[src/rtl/multdiv_ctrl.sv]
// -----------------------------------------------------------------------------
// multdiv_ctrl
// Sequencer for the iterative multiply/divide datapath. Takes single-cycle
// start pulses from decode/execute and steps the falling-edge register banks
// through LOAD -> RUN (N iterations) -> DONE. It then returns a one-cycle
// result-ready pulse and holds a stall to the pipeline while an op is in flight.
//
// Ports
//   clk            rising-edge FSM clock (datapath banks capture on falling edge)
//   reset          asynchronous, active-low reset
//   ctrl_MULT      start multiply (single-cycle pulse)
//   ctrl_DIV       start divide (single-cycle pulse)
//   divisor_zero   datapath flag, operand B == 0, valid during LOAD
//   ld_operands    operand A/B bank enable (LOAD only)
//   acc_clr        product/remainder bank clear (LOAD only)
//   acc_en         product/remainder bank enable (RUN only)
//   shift_en       multiplier/quotient shift enable (RUN only)
//   op_is_div      datapath mux select, 1 = divide
//   count          current iteration index, 0-based
//   busy           operation in progress (pipeline stall)
//   data_resultRDY one-cycle result-valid pulse
//   data_exception divide-by-zero or illegal start, qualified by data_resultRDY
//
// Every output is a flop loaded from the next-state decode. This keeps the
// outputs stable from the rising edge, so the falling-edge banks sample them
// cleanly at mid-cycle.
// -----------------------------------------------------------------------------
module multdiv_ctrl #(
    parameter int MULT_CYCLES = 32,
    parameter int DIV_CYCLES  = 32,
    parameter int CNT_W       = 6
) (
    input  logic             clk,
    input  logic             reset,
    input  logic             ctrl_MULT,
    input  logic             ctrl_DIV,
    input  logic             divisor_zero,
    output logic             ld_operands,
    output logic             acc_clr,
    output logic             acc_en,
    output logic             shift_en,
    output logic             op_is_div,
    output logic [CNT_W-1:0] count,
    output logic             busy,
    output logic             data_resultRDY,
    output logic             data_exception
);

    typedef enum logic [1:0] {
        ST_IDLE = 2'd0,
        ST_LOAD = 2'd1,
        ST_RUN  = 2'd2,
        ST_DONE = 2'd3
    } state_t;

    localparam logic [CNT_W-1:0] MULT_LAST = CNT_W'(MULT_CYCLES - 1);
    localparam logic [CNT_W-1:0] DIV_LAST  = CNT_W'(DIV_CYCLES - 1);
    localparam logic [CNT_W-1:0] CNT_ZERO  = {CNT_W{1'b0}};
    localparam logic [CNT_W-1:0] CNT_ONE   = CNT_W'(1);

    state_t           state_r, state_s;
    logic [CNT_W-1:0] count_r, count_s;
    logic             op_div_r, op_div_s;
    logic             exc_r, exc_s;
    logic             start_s, illegal_s, last_s;

    logic             ld_operands_r, acc_clr_r, acc_en_r, shift_en_r;
    logic             busy_r, rdy_r, exc_out_r;

    // Next-state, counter, op-select and exception-flag logic
    always_comb begin
        state_s   = state_r;
        count_s   = count_r;
        op_div_s  = op_div_r;
        exc_s     = exc_r;
        // Both starts together is illegal; exactly one is a legal start
        illegal_s = ctrl_MULT & ctrl_DIV;
        start_s   = ctrl_MULT ^ ctrl_DIV;
        if (op_div_r) begin
            last_s = (count_r == DIV_LAST);
        end else begin
            last_s = (count_r == MULT_LAST);
        end

        if (illegal_s) begin
            // Report straight away without touching the datapath
            state_s = ST_DONE;
            count_s = CNT_ZERO;
            exc_s   = 1'b1;
        end else if (start_s) begin
            // A start in any state, including mid-operation, restarts in LOAD
            state_s  = ST_LOAD;
            count_s  = CNT_ZERO;
            op_div_s = ctrl_DIV;
            exc_s    = 1'b0;
        end else begin
            case (state_r)
                ST_IDLE: begin
                    count_s = CNT_ZERO;
                    exc_s   = 1'b0;
                end
                ST_LOAD: begin
                    count_s = CNT_ZERO;
                    if (op_div_r && divisor_zero) begin
                        state_s = ST_DONE;
                        exc_s   = 1'b1;
                    end else begin
                        state_s = ST_RUN;
                    end
                end
                ST_RUN: begin
                    if (last_s) begin
                        state_s = ST_DONE;
                        count_s = CNT_ZERO;
                    end else begin
                        count_s = count_r + CNT_ONE;
                    end
                end
                ST_DONE: begin
                    state_s = ST_IDLE;
                    count_s = CNT_ZERO;
                    exc_s   = 1'b0;
                end
                default: begin
                    state_s = ST_IDLE;
                    count_s = CNT_ZERO;
                    exc_s   = 1'b0;
                end
            endcase
        end
    end

    // State, counter and flag registers
    always_ff @(posedge clk or negedge reset) begin
        if (!reset) begin
            state_r  <= ST_IDLE;
            count_r  <= CNT_ZERO;
            op_div_r <= 1'b0;
            exc_r    <= 1'b0;
        end else begin
            state_r  <= state_s;
            count_r  <= count_s;
            op_div_r <= op_div_s;
            exc_r    <= exc_s;
        end
    end

    // Output flops, loaded with the decode of the state being entered
    always_ff @(posedge clk or negedge reset) begin
        if (!reset) begin
            ld_operands_r <= 1'b0;
            acc_clr_r     <= 1'b0;
            acc_en_r      <= 1'b0;
            shift_en_r    <= 1'b0;
            busy_r        <= 1'b0;
            rdy_r         <= 1'b0;
            exc_out_r     <= 1'b0;
        end else begin
            ld_operands_r <= (state_s == ST_LOAD);
            acc_clr_r     <= (state_s == ST_LOAD);
            acc_en_r      <= (state_s == ST_RUN);
            shift_en_r    <= (state_s == ST_RUN);
            busy_r        <= (state_s == ST_LOAD) || (state_s == ST_RUN);
            rdy_r         <= (state_s == ST_DONE);
            exc_out_r     <= (state_s == ST_DONE) && exc_s;
        end
    end

    assign ld_operands    = ld_operands_r;
    assign acc_clr        = acc_clr_r;
    assign acc_en         = acc_en_r;
    assign shift_en       = shift_en_r;
    assign op_is_div      = op_div_r;
    assign count          = count_r;
    assign busy           = busy_r;
    assign data_resultRDY = rdy_r;
    assign data_exception = exc_out_r;

endmodule

[config.mk]
export PLATFORM = sky130hd
export DESIGN_NAME = multdiv_ctrl
export DESIGN_NICKNAME = d
export VERILOG_FILES = /design/src/rtl/multdiv_ctrl.sv
export SDC_FILE = /design/constraint.sdc
export NUM_CORES = 1
export LEC_CHECK = 0
export CORE_MARGIN = 2
export CORE_UTILIZATION = 41
export DETAILED_ROUTE_END_ITERATION = 10
export PLACE_DENSITY = 0.76
export SYNTH_ARGS = -nofsm -noshare
export SYNTH_HDL_FRONTEND = slang
export SYNTH_SLANG_ARGS = --single-unit
[constraint.sdc]
create_clock -name clk -period 1.98 [get_ports clk]
set_clock_uncertainty 0.15 [all_clocks]
set_input_delay 0.198 -clock clk [delete_from_list [all_inputs] [get_ports clk]]
set_output_delay 0.198 -clock clk [all_outputs]
set_load 0.005 [all_outputs]
==> results.tsv, run 1 <==
metric	value	unit
status	complete, no violations	
Syn Std Cell Area	721.9	sq um
post-synthesis compound-gate area fraction	12.65	%
RSZ-0062 raised after global routing	yes	
P per Cell Area	829.5	mW/mm^2
CP Capture Type	flop	
dpl hpwl	1.016	mm
DR iter-0 viols	3	
post-route ant nets	0	
TritonRoute pass-1 iters	4	
Max Clock Freq	0.5097	GHz
# DRC	0	
Multi-input gate area	326.6	sq um
Antenna diodes	0	
DR vias	544	
CTS max path bufs	2	
Syn. warnings	0	
post-synthesis mux area share	1.560	%
final worst-path cycle share	99.09	%
final hold slack	0.1588	ns
overall power	0.0008116	W
Tot GR Track Use	15.33	%
Die Width	45.96	um
max cap viols	0	
clock insertion delay at the later pin of the skew report	0.28	ns
logic gate share of total power	32.1	%
Storage cell area	375.4	sq um
post-DR vias/cell	5.231	
Reg clk slew, reported paths	0.09	ns
Synth top cells by count	dfrtp_1 (15), ha_1 (9), nor2_1 (8)	
ranking of synthesized cells by area	dfrtp_1 (52%), ha_1 (16%), nor2_1 (4.2%)	
Clk pwr share	21.7	%
TritonCTS clock tree	yes	
CTS sink count	15	
largest family of logic cells by synthesized area	adder cells	
Critical Path Fanout Max	3	
Synth Area in Simple Gates	9.359	%
Routability Congestion	0.7318	
share of cells above drive strength 1	12.64	%
max FFs per register	6	
die height	45.96	um
cell count after synthesis	64	
number of distinct library cells after synthesis	22	
Final min period	1.962	ns
slew of the pin with the lowest slew margin	0.6611	ns
Post-synth EDFFs	0	
core area	0.001689	sq mm
Die Area	0.002112	sq mm
startpoint class of the critical path	flop	
Slew headroom	55.79	%
Syn Area/Cell	11.28	sq um
VDD IR-drop max	0.4181	mV
ys async rst share	100.0	%
Root Driver	clkbuf_4	
CTS buffer count	3	
Hold-fix buffers, CTS	0	
Slew Limit Fails	0	
Layout Nets	102	
final hold violation count	0	
required time of the critical path	2.00	ns
#FFs+latches synth	15	
final core occ	57.93	%
Post-Synth XOR/XNOR Area	3.640	%
sequential share of power	46.2	%
Arrival @ worst endpoint	1.99	ns
switching share of power	28.93	%
top cell type's share of synthesized area	51.99	%
final setup fails	0	
vias in the first global route	527	
Leakage	0.4448	nW
Synthesized Nets	78	
WL/cell	14.00	um
P_int	0.0005768	W
largest net degree at the start of global routing	16	
first-pass GRT wire length	2.256	mm
TNS Setup	0	ns
Yosys top cell by area	dfrtp_1	
# IOs	19	
min-delay worst type	input pin to async pin	
port bufs	18	
critical path class	flop to flop	
# rows	15	
synthesis-to-finish area growth	35.53	%
fillers	142	
final WL	1.456	mm
grt ovf	0	
Switch Pwr	0.0002348	W
Top FF cell, synth	dfrtp_1	
Adder-Cell Fraction of Synth Area	15.60	%
initial antenna violation count	0	
most numerous cell in the Yosys netlist	dfrtp_1	
register area share after synthesis	51.99	%
Starting Density	42.74	%
H-tree levels	1	
## layout by cell type (no fill, tap or decap)
| cell type | netlist | routed |
|---|---|---|
| a21o_1 | 1 | 1 |
| a21oi_1 | 1 | 1 |
| a311o_1 | 2 | 2 |
| a311oi_1 | 1 | 1 |
| a31oi_1 | 1 | 1 |
| buf_4 | 2 | 2 |
| buf_6 | 0 | 1 |
| clkbuf_1 | 0 | 1 |
| clkbuf_4 | 0 | 3 |
| clkdlybuf4s50_1 | 0 | 18 |
| dfrtp_1 | 15 | 15 |
| ha_1 | 9 | 6 |
| ha_2 | 0 | 2 |
| ha_4 | 0 | 1 |
| inv_1 | 6 | 5 |
| inv_2 | 0 | 1 |
| mux2_2 | 1 | 1 |
| nand2_1 | 4 | 4 |
| nand3_1 | 2 | 2 |
| nand4_1 | 1 | 1 |
| nor2_1 | 8 | 8 |
| o211ai_1 | 1 | 1 |
| o21ai_0 | 2 | 1 |
| o21ai_1 | 0 | 1 |
| o21bai_1 | 1 | 1 |
| o311a_1 | 1 | 1 |
| o31a_1 | 1 | 1 |
| or3_1 | 1 | 1 |
| xnor2_1 | 1 | 1 |
| xor2_1 | 2 | 2 |
## power groups by stage
| stage | Sequential (W) | Combinational (W) | Clock, W |
|---|---|---|---|
| final | 0.000375 | 0.000261 | 0.000176 |
| after global routing | 0.000379 | 0.000293 | 0.000197 |
| after CTS | 0.000373 | 0.000238 | 0.000178 |
| after detailed placement | 0.000381 | 0.000227 | 0 |
| after global placement | 0.000379 | 0.000222 | 0 |
| after floorplan | 0.000381 | 0.000113 | 0 |
## timing repair
| item | 4_1_cts | 5_1_grt |
|---|---|---|
| buffers inserted | 1 | 1 |
| resized for setup | 0 | 7 |
| setup endpoints to repair | 1 | 2 |
| pin swaps | 1 | 3 |
## routing by layer
layer,global-route usage (%),vias up,share of wire (%)
met5,0,-,0
met4,6.857,0,1.7
met3,3.571,2,2.5
met2,26.94,11,52
met1,17.33,265,44
li1,-,266,-
## worst paths after layout
kind	startpoint	to	slack, ns	cells past startpoint
setup / recovery	state_r[1]	data_exception	0.02	6
hold / removal	reset	count[1]	0.16	1
setup reg to reg	state_r[1]	data_exception	0.02	6
hold reg to reg	count[0]	count[0]	0.35	1
max in group asynchronous	reset	data_exception	1.10	1
min in group clk	count[0]	count[0]	0.35	1
## per-stage QoR
step	area [sq um]	setup slack, ns	std cells
floorplan	721.9	0.06628	64
global placement	915.9	-0.004242	98
detailed placement	915.9	-0.03329	98
CTS	949.7	0.0008198	103
global route	978.4	-0.04086	104
finish	978.4	0.01798	104
## area by class of cell
type                    instances  share of cell area, %
well taps                      17                  2.174
flip-flops and latches         15                  38.36
inverters                       6                  2.302
repair buffers                 21                  21.10
multi-input cells              41                  33.38
clock buffers                   4                  2.685
## critical path, stage by stage (launching register included)
cell     delay, ns
dfrtp_1       0.41
buf_6         0.13
ha_4          0.15
a311o_1       0.33
a311o_1       0.39
ha_2          0.19
o311a_1       0.10
## logic make-up (layout without fill, tap and decap cells)
kind of cell | count (synthesis) | after routing
adder cells (fa/ha/maj) | 9 | 9
multiplexers | 1 | 1
XOR/XNOR | 3 | 3
AO/OA/AOI/OAI | 12 | 12
flip-flops | 15 | 15
buffers and inverters | 8 | 31
AND/OR/NAND/NOR | 16 | 16
Note: power is estimated with default switching activity, not from simulation.
==> inputs of run 2 (changes only) <==
--- a/config.mk
+++ b/config.mk
@@ -9,6 +9,7 @@
 export CORE_UTILIZATION = 41
 export DETAILED_ROUTE_END_ITERATION = 10
 export PLACE_DENSITY = 0.76
+export SKIP_LAST_GASP = 1
 export SYNTH_ARGS = -nofsm -noshare
 export SYNTH_HDL_FRONTEND = slang
 export SYNTH_SLANG_ARGS = --single-unit
==> results of run 2 <==
No change in the layout: final DEF, timing and power equal those of run 1.
